==> config.mk <==
export PLATFORM = sky130hd
export DESIGN_NAME = pc_gen
export DESIGN_NICKNAME = d
export VERILOG_FILES = /design/src/rtl/riscv_pkg.sv /design/src/rtl/pc_gen.sv
export SDC_FILE = /design/constraint.sdc
export NUM_CORES = 1
export LEC_CHECK = 0
export BUFFER_PORTS_ARGS = -buffer_cell sky130_fd_sc_hd__buf_2
export CAP_MARGIN = 20
export CORE_MARGIN = 5
export CORE_UTILIZATION = 40
export DETAILED_ROUTE_END_ITERATION = 7
export PLACE_DENSITY = 0.65
export RECOVER_POWER = 50
export SKIP_CTS_REPAIR_TIMING = 1
export SYNTH_ARGS = -nofsm -noshare
export SYNTH_HDL_FRONTEND = slang
export SYNTH_SLANG_ARGS = --single-unit
==> constraint.sdc <==
create_clock -name clk -period 8.75 [get_ports clk]
set_input_delay 1.75 -clock clk [delete_from_list [all_inputs] [get_ports clk]]
set_output_delay 1.75 -clock clk [all_outputs]
set_load 0.01 [all_outputs]
==> src/rtl/riscv_pkg.sv <==
// Shared RISC-V fetch-stage definitions: address width default, reset vector
// default and the PC generator state encoding.
package riscv_pkg;

  localparam int unsigned XLEN_DEFAULT         = 32;
  localparam logic [31:0] RESET_VECTOR_DEFAULT = '0;

  typedef enum logic [1:0] {
    BOOT   = 2'd0,
    RUN    = 2'd1,
    HALTED = 2'd2
  } pc_state_t;

endpackage

==> src/rtl/pc_gen.sv <==
// Program-counter generator for the fetch stage: sequential advance on a
// valid/ready handshake, trap/branch redirects, misalignment reporting, halt/resume.
module pc_gen
  import riscv_pkg::*;
#(
  parameter int unsigned     XLEN         = XLEN_DEFAULT,
  parameter logic [XLEN-1:0] RESET_VECTOR = XLEN'(RESET_VECTOR_DEFAULT),
  parameter int unsigned     IALIGN       = 4,
  parameter int unsigned     CNT_W        = 32
) (
  input  logic             clk,
  input  logic             rst,
  input  logic             if_ready,
  output logic             if_valid,
  output logic [XLEN-1:0]  pc,
  input  logic             br_valid,
  input  logic [XLEN-1:0]  br_target,
  input  logic             trap_valid,
  input  logic [XLEN-1:0]  trap_target,
  input  logic             halt_req,
  input  logic             resume,
  output logic             halted,
  output logic             misalign_err,
  output logic [XLEN-1:0]  misalign_addr,
  output logic [CNT_W-1:0] fetch_cnt
);

  localparam int unsigned ALIGN_BITS = (IALIGN == 2) ? 1 : 2;

  pc_state_t        state_q, state_d;
  logic [XLEN-1:0]  pc_q, pc_d;
  logic             err_q, err_d;
  logic [XLEN-1:0]  addr_q, addr_d;
  logic [CNT_W-1:0] cnt_q, cnt_d;

  logic            handshake;
  logic            redirect_ok;
  logic            br_misaligned;
  logic [XLEN-1:0] trap_pc;

  assign handshake     = (state_q == RUN) && if_ready;
  assign redirect_ok   = (state_q != BOOT);
  assign br_misaligned = (br_target[ALIGN_BITS-1:0] != '0);
  assign trap_pc       = {trap_target[XLEN-1:ALIGN_BITS], {ALIGN_BITS{1'b0}}};

  always_comb begin
    pc_d    = pc_q;
    err_d   = 1'b0;
    addr_d  = addr_q;
    cnt_d   = cnt_q + CNT_W'(handshake);
    state_d = state_q;

    // A redirect overrides the sequential step; a rejected branch does not.
    if (redirect_ok && trap_valid) begin
      pc_d = trap_pc;
    end else if (redirect_ok && br_valid && !br_misaligned) begin
      pc_d = br_target;
    end else begin
      if (redirect_ok && br_valid) begin
        err_d  = 1'b1;
        addr_d = br_target;
      end
      if (handshake) pc_d = pc_q + XLEN'(IALIGN);
    end

    unique case (state_q)
      BOOT:    state_d = RUN;
      RUN:     if (halt_req) state_d = HALTED;
      HALTED:  if (resume)   state_d = RUN;
      default: state_d = BOOT;
    endcase
  end

  always_ff @(posedge clk or posedge rst) begin
    if (rst) begin
      state_q <= BOOT;
      pc_q    <= RESET_VECTOR;
      err_q   <= 1'b0;
      addr_q  <= '0;
      cnt_q   <= '0;
    end else begin
      state_q <= state_d;
      pc_q    <= pc_d;
      err_q   <= err_d;
      addr_q  <= addr_d;
      cnt_q   <= cnt_d;
    end
  end

  assign if_valid      = (state_q == RUN);
  assign halted        = (state_q == HALTED);
  assign pc            = pc_q;
  assign misalign_err  = err_q;
  assign misalign_addr = addr_q;
  assign fetch_cnt     = cnt_q;

endmodule

[Yosys cells after proc, flatten, opt, wreduce, memory -nomap -nowiden]
Cells that the tools add are included.
Word-level totals
  register bits after elaboration: 99
  logic and storage cells: 33
  bits of input ports: 71
Operators by class
  multiplexer cells: 9
  eq/ne operators: 4
  bitwise operators: 2
  add/subtract/negate cells: 2
  reductions and logical operators: 11
Operators with widths (count)
  two-way mux 32 bit: 3
  adder 32 x 1 -> 32 bit: 1
  adder 32 x 3 -> 32 bit, second input constant: 1
  case mux 2 bit (3 select lines): 1
  logical AND 1 bit: 4
  two-way mux 2 bit: 2
  nonzero test 2 bit: 2
  two-way mux 1 bit: 3
  AND reduction 3 bit: 1
  nonzero test 3 bit: 1
  equality test 2 x 1 -> 1 bit, second input constant: 1
  equality test 2 bit, second input constant: 1
  logical NOT 2 bit: 1
  inequality test 2 x 1 -> 1 bit, second input constant: 1
  inequality test 2 bit, second input constant: 1
  NOT 1 bit: 2
  AND reduction 2 bit: 1
  logical NOT 1 bit: 1

[Depth between registers and ports, before layout]
  depth after elaboration: 5
  depth in mapped cells: 10
  depth with buffers taken out: 9

[Worst setup path before layout]
OpenSTA, ideal clock, no wires.
  kind: input -> register
  start point: input port if_ready
  end point: register cnt_q[26] (netlist: fetch_cnt[26])
  stages on the path: 10
  arrival time: 3.269 ns
  buffers on the path: 1
  library setup time: 0.125 ns
  slack: 5.356 ns
  cell sequence: nand3b_1 -> clkinv_1 -> ha_1 -> ha_1 -> nand3_1 -> nor2_1 -> and3_1 -> clkbuf_1 -> nand4_1 -> xnor2_1
Between the ends
  word-level cells in the longest chain between the ends: 2
Ends and longest elaborated chain
  from (decl): line pc_gen.sv:13  | input logic if_ready,
  logical AND 1 bit: line pc_gen.sv:41  | assign handshake = (state_q == RUN) && if_ready;
  adder 32 x 1 -> 32 bit: line pc_gen.sv:50  | cnt_d = cnt_q + CNT_W'(handshake);
  named net cnt_d[26]: line pc_gen.sv:34  | logic [CNT_W-1:0] cnt_q, cnt_d;
  to (signal assigned): line pc_gen.sv:86  | cnt_q <= cnt_d;
  to (decl): line pc_gen.sv:34
The timed path passes the listed nets, and every way through them passes these cells.
A chain may end at the register's enable or synchronous reset.

[Worst setup path after layout]
Ends and elaborated chain as after synthesis.

==> impl_results.md <==
* Gp weighted congestion at 0.850
* Clock power frac at a little over a fifth
* Max VDD drop at 0.000146 V
* WL final at between 10000 and 15000 um
* CTS tree: yes
* Layout cells sized above 1 at a little over a fifth
* GR Overflow Total at 0
* Drt pass-1 iters at 5
* HP Class: register to register
* Antenna violations before repair at 1
* Switch share at around 40%
* CP endpoint kind: register
* Setup Skew at between 0.009 and 0.01 ns
* GR Util met1 at between 20% and 30%
* Post-synth ARST share at 100%
* Die Wd at 122 um
* Slew Limit Headroom at -0.585%
* Fin area at 6280 sq um
* Max cap viols at 1
* Die Span Y at ~120 um
* Yosys reg bits at approximately 100
* P_sw at approximately 0.76 mW
* Util after Layout at between 50 and 60%
* Grt peak-use layer: met2
* Via Count at around 4400
* GRT Resource Usage Total at between 10% and 20%
* Clock buffer depth at 2
* Tmin final at between 3 and 4 ns
* Crit-path cells: buf_2 > nand3b_1 > clkinv_1 > ha_1 > ha_1 > nand3_1 > nor2_1 > and3_1 > nand4_1 > xnor2_1
* GR Layer Usage met2 at between 30 and 40%
* Post-synthesis cell area at ~5100 sq um
* N_diodes at 0
* Status: finished, violations left
* Cell Count Post-Placement at between 800 and 900
* Post-Syn Instances at 486
* DR WL/cell at between 15 and 20 um
* Worst-margin pin slew at between 1.5 and 2 ns
* Clk_lat worst skew at roughly 0.35 ns
* Data arrival, critical path at between 4 and 5 ns
* Final cell count without fillers at just over 800
* Register area share after synthesis at about half
* Failing checks: max-capacitance violations, max-slew violations
* Met3 usage in global routing at between 5 and 6%
* First-pass GRT wire length at between 20000 and 25000 um
* Nets at a little over 700
* Yosys cell types at 54
* Synth Net Count at roughly 560
* Final setup viols at 0
* DRC violations left at 0
* Fmax at 0.258 GHz
* Core area at between 10000 and 15000 sq um
* Clock transition at the registers of the reported paths at around 0.070 ns
* WS Path Type: input port to register
* Die ar. at 15000 sq um
* Final worst-path cycle share at 44.2%
* Starting density of the core at around two fifths
* Critical-path maximum fanout at 11
* Vias in the first global route at 4458
* DRT antenna net count at 0
* TritonCTS Buffers at 9
* Initial DRC count at 290
* Mean Syn Cell Area at ~10 sq um
* Post-synth EDFFs at 0
* Max-slew violation count at 37
* Layout area overhead at 24.2%
* P_int at around 1.2 mW
* Pleak at ~2.7 nW
* Slowest Stage Delay on Critical Path at 0.36 ns
* Total negative slack at 0 ns
* Cell area power density at 307 nW/um^2
* IO Count at 170
* Slowest cell on the critical path: nand3b_1
* Row count at 41
* Vias per cell at between 5 and 6
* Htree depth at 3
* Seq pwr share at between 40% and 50%
* Root Driver: clkbuf_16
* Worst Path Required at approximately 9 ns
* Clock sink total at 99
* CP delay by family, top: simple AND/OR/NAND/NOR gates
* Total power at around 1.9 mW
* Yosys warning total at 0
* Most frequent CP cell: ha_1
* Combinational power share at 36.8%
* Unrepaired setup endpoints after global routing: no
* CP Launch Type: input port
* IO buf count at between 150 and 200
* Pin count of the biggest net entering global routing at 65
* Fill cells at ~1200
* Placed Area at ~6100 sq um
* Detailed Place HPWL at roughly 11000 um
* WP buf/inv at 2
* Final Hold Fails at 0
* Ys flop type: dfrtp_1
per-layer routing:
layer / wire length (um) / up-vias / part of all wire [%]
li1: - / 2116 / -
met1: 6310 / 2153 / 43
met2: 7060 / 135 / 48
met3: 1160 / 9 / 7.9
met4: 74 / 2 / 0.51
met5: 7 / - / 0.048
final cells by class:
type / instances / area, sq um / share of cell area, %
sequential: 99 / 2480 / 39.4
multi-input combinational: 361 / 2480 / 39.4
timing repair buffer: 175 / 783 / 12.5
clock buffer: 13 / 260 / 4.14
tap: 172 / 215 / 3.42
clock inverter: 3 / 46.3 / 0.737
inverter: 6 / 23.8 / 0.378
Yosys cell counts, types with 3 or more instances:
cell type,instances,area [sq um]
a222oi_1,5,50.1
a211oi_1,5,37.5
nand4_1,14,87.6
or3_1,3,18.8
a22oi_1,4,30.0
nand3_1,33,165
nand2_1,42,158
and4_1,9,78.8
ha_1,4,50.1
nor2_1,31,116
a31oi_1,6,37.5
nor2b_1,4,25.0
inv_1,5,18.8
clkbuf_1,11,41.3
nor3_1,17,85.1
a21oi_1,17,85.1
dfrtp_1,99,2480
buf_2,6,30.0
and3_1,20,125
a221oi_1,5,43.8
xnor2_1,31,272
o21ai_0,19,95.1
nor4_1,3,18.8
mux2_2,31,349
and2_1,4,25.0
xor2_1,20,175
kinds of logic after synthesis:
family,after synthesis,share of synthesized area [%]
AO/OA/AOI/OAI,81,10.7
XOR/XNOR,51,8.83
adder cells (fa/ha/maj),4,0.989
buffers and inverters,26,2.23
flip-flops,99,49.0
multiplexers,33,7.30
AND/OR/NAND/NOR,192,21.0
power groups by stage:
| stage | logic (mW) | clock network (mW) | registers [mW] |
|---|---|---|---|
| global placement | 0.744 | 0 | 0.795 |
| detailed placement | 0.759 | 0 | 0.810 |
| finish | 0.710 | 0.410 | 0.806 |
| global route | 0.795 | 0.443 | 0.835 |
| floorplan | 0.399 | 0 | 0.846 |
| CTS | 0.762 | 0.421 | 0.804 |
layout by cell type (no fill, tap or decap), drive strengths merged, types with 6 or more instances in the layout:
cell type | Yosys | routed
o21ai | 21 | 21
a31oi | 6 | 6
nor4 | 6 | 6
and3 | 20 | 20
clkbuf | 11 | 104
xor2 | 20 | 20
nor2 | 31 | 31
dfrtp | 99 | 99
and4 | 10 | 10
nand2 | 42 | 42
nor3 | 18 | 18
a21oi | 17 | 17
nand3 | 33 | 33
nand4 | 16 | 16
mux2 | 31 | 31
buf | 9 | 84
xnor2 | 31 | 31
state kept, by name, indices dropped and copies added (netlist names):
register       cells
state_q            2
misalign_err       1
misalign_addr     32
pc                32
fetch_cnt         32
per-stage QoR:
step	setup slack, ns	hold slack (ns)
finish	4.88	0.480
global route	4.64	0.503
CTS	4.78	0.484
detailed placement	4.42	0.475
global placement	4.45	0.455
floorplan	4.41	0.507
worst paths after layout:
path,endpoint,from,depth (start not counted),slack (ns)
setup / recovery,fetch_cnt[26],if_ready,10,4.88
hold / removal,fetch_cnt[31],fetch_cnt[31],1,0.48
setup reg to reg,fetch_cnt[26],state_q[1],9,5.76
hold reg to reg,fetch_cnt[31],fetch_cnt[31],1,0.48
max in group asynchronous,pc[26],rst,3,5.55
min in group asynchronous,fetch_cnt[22],rst,2,1.75
Note: power is estimated with default switching activity, not from simulation.
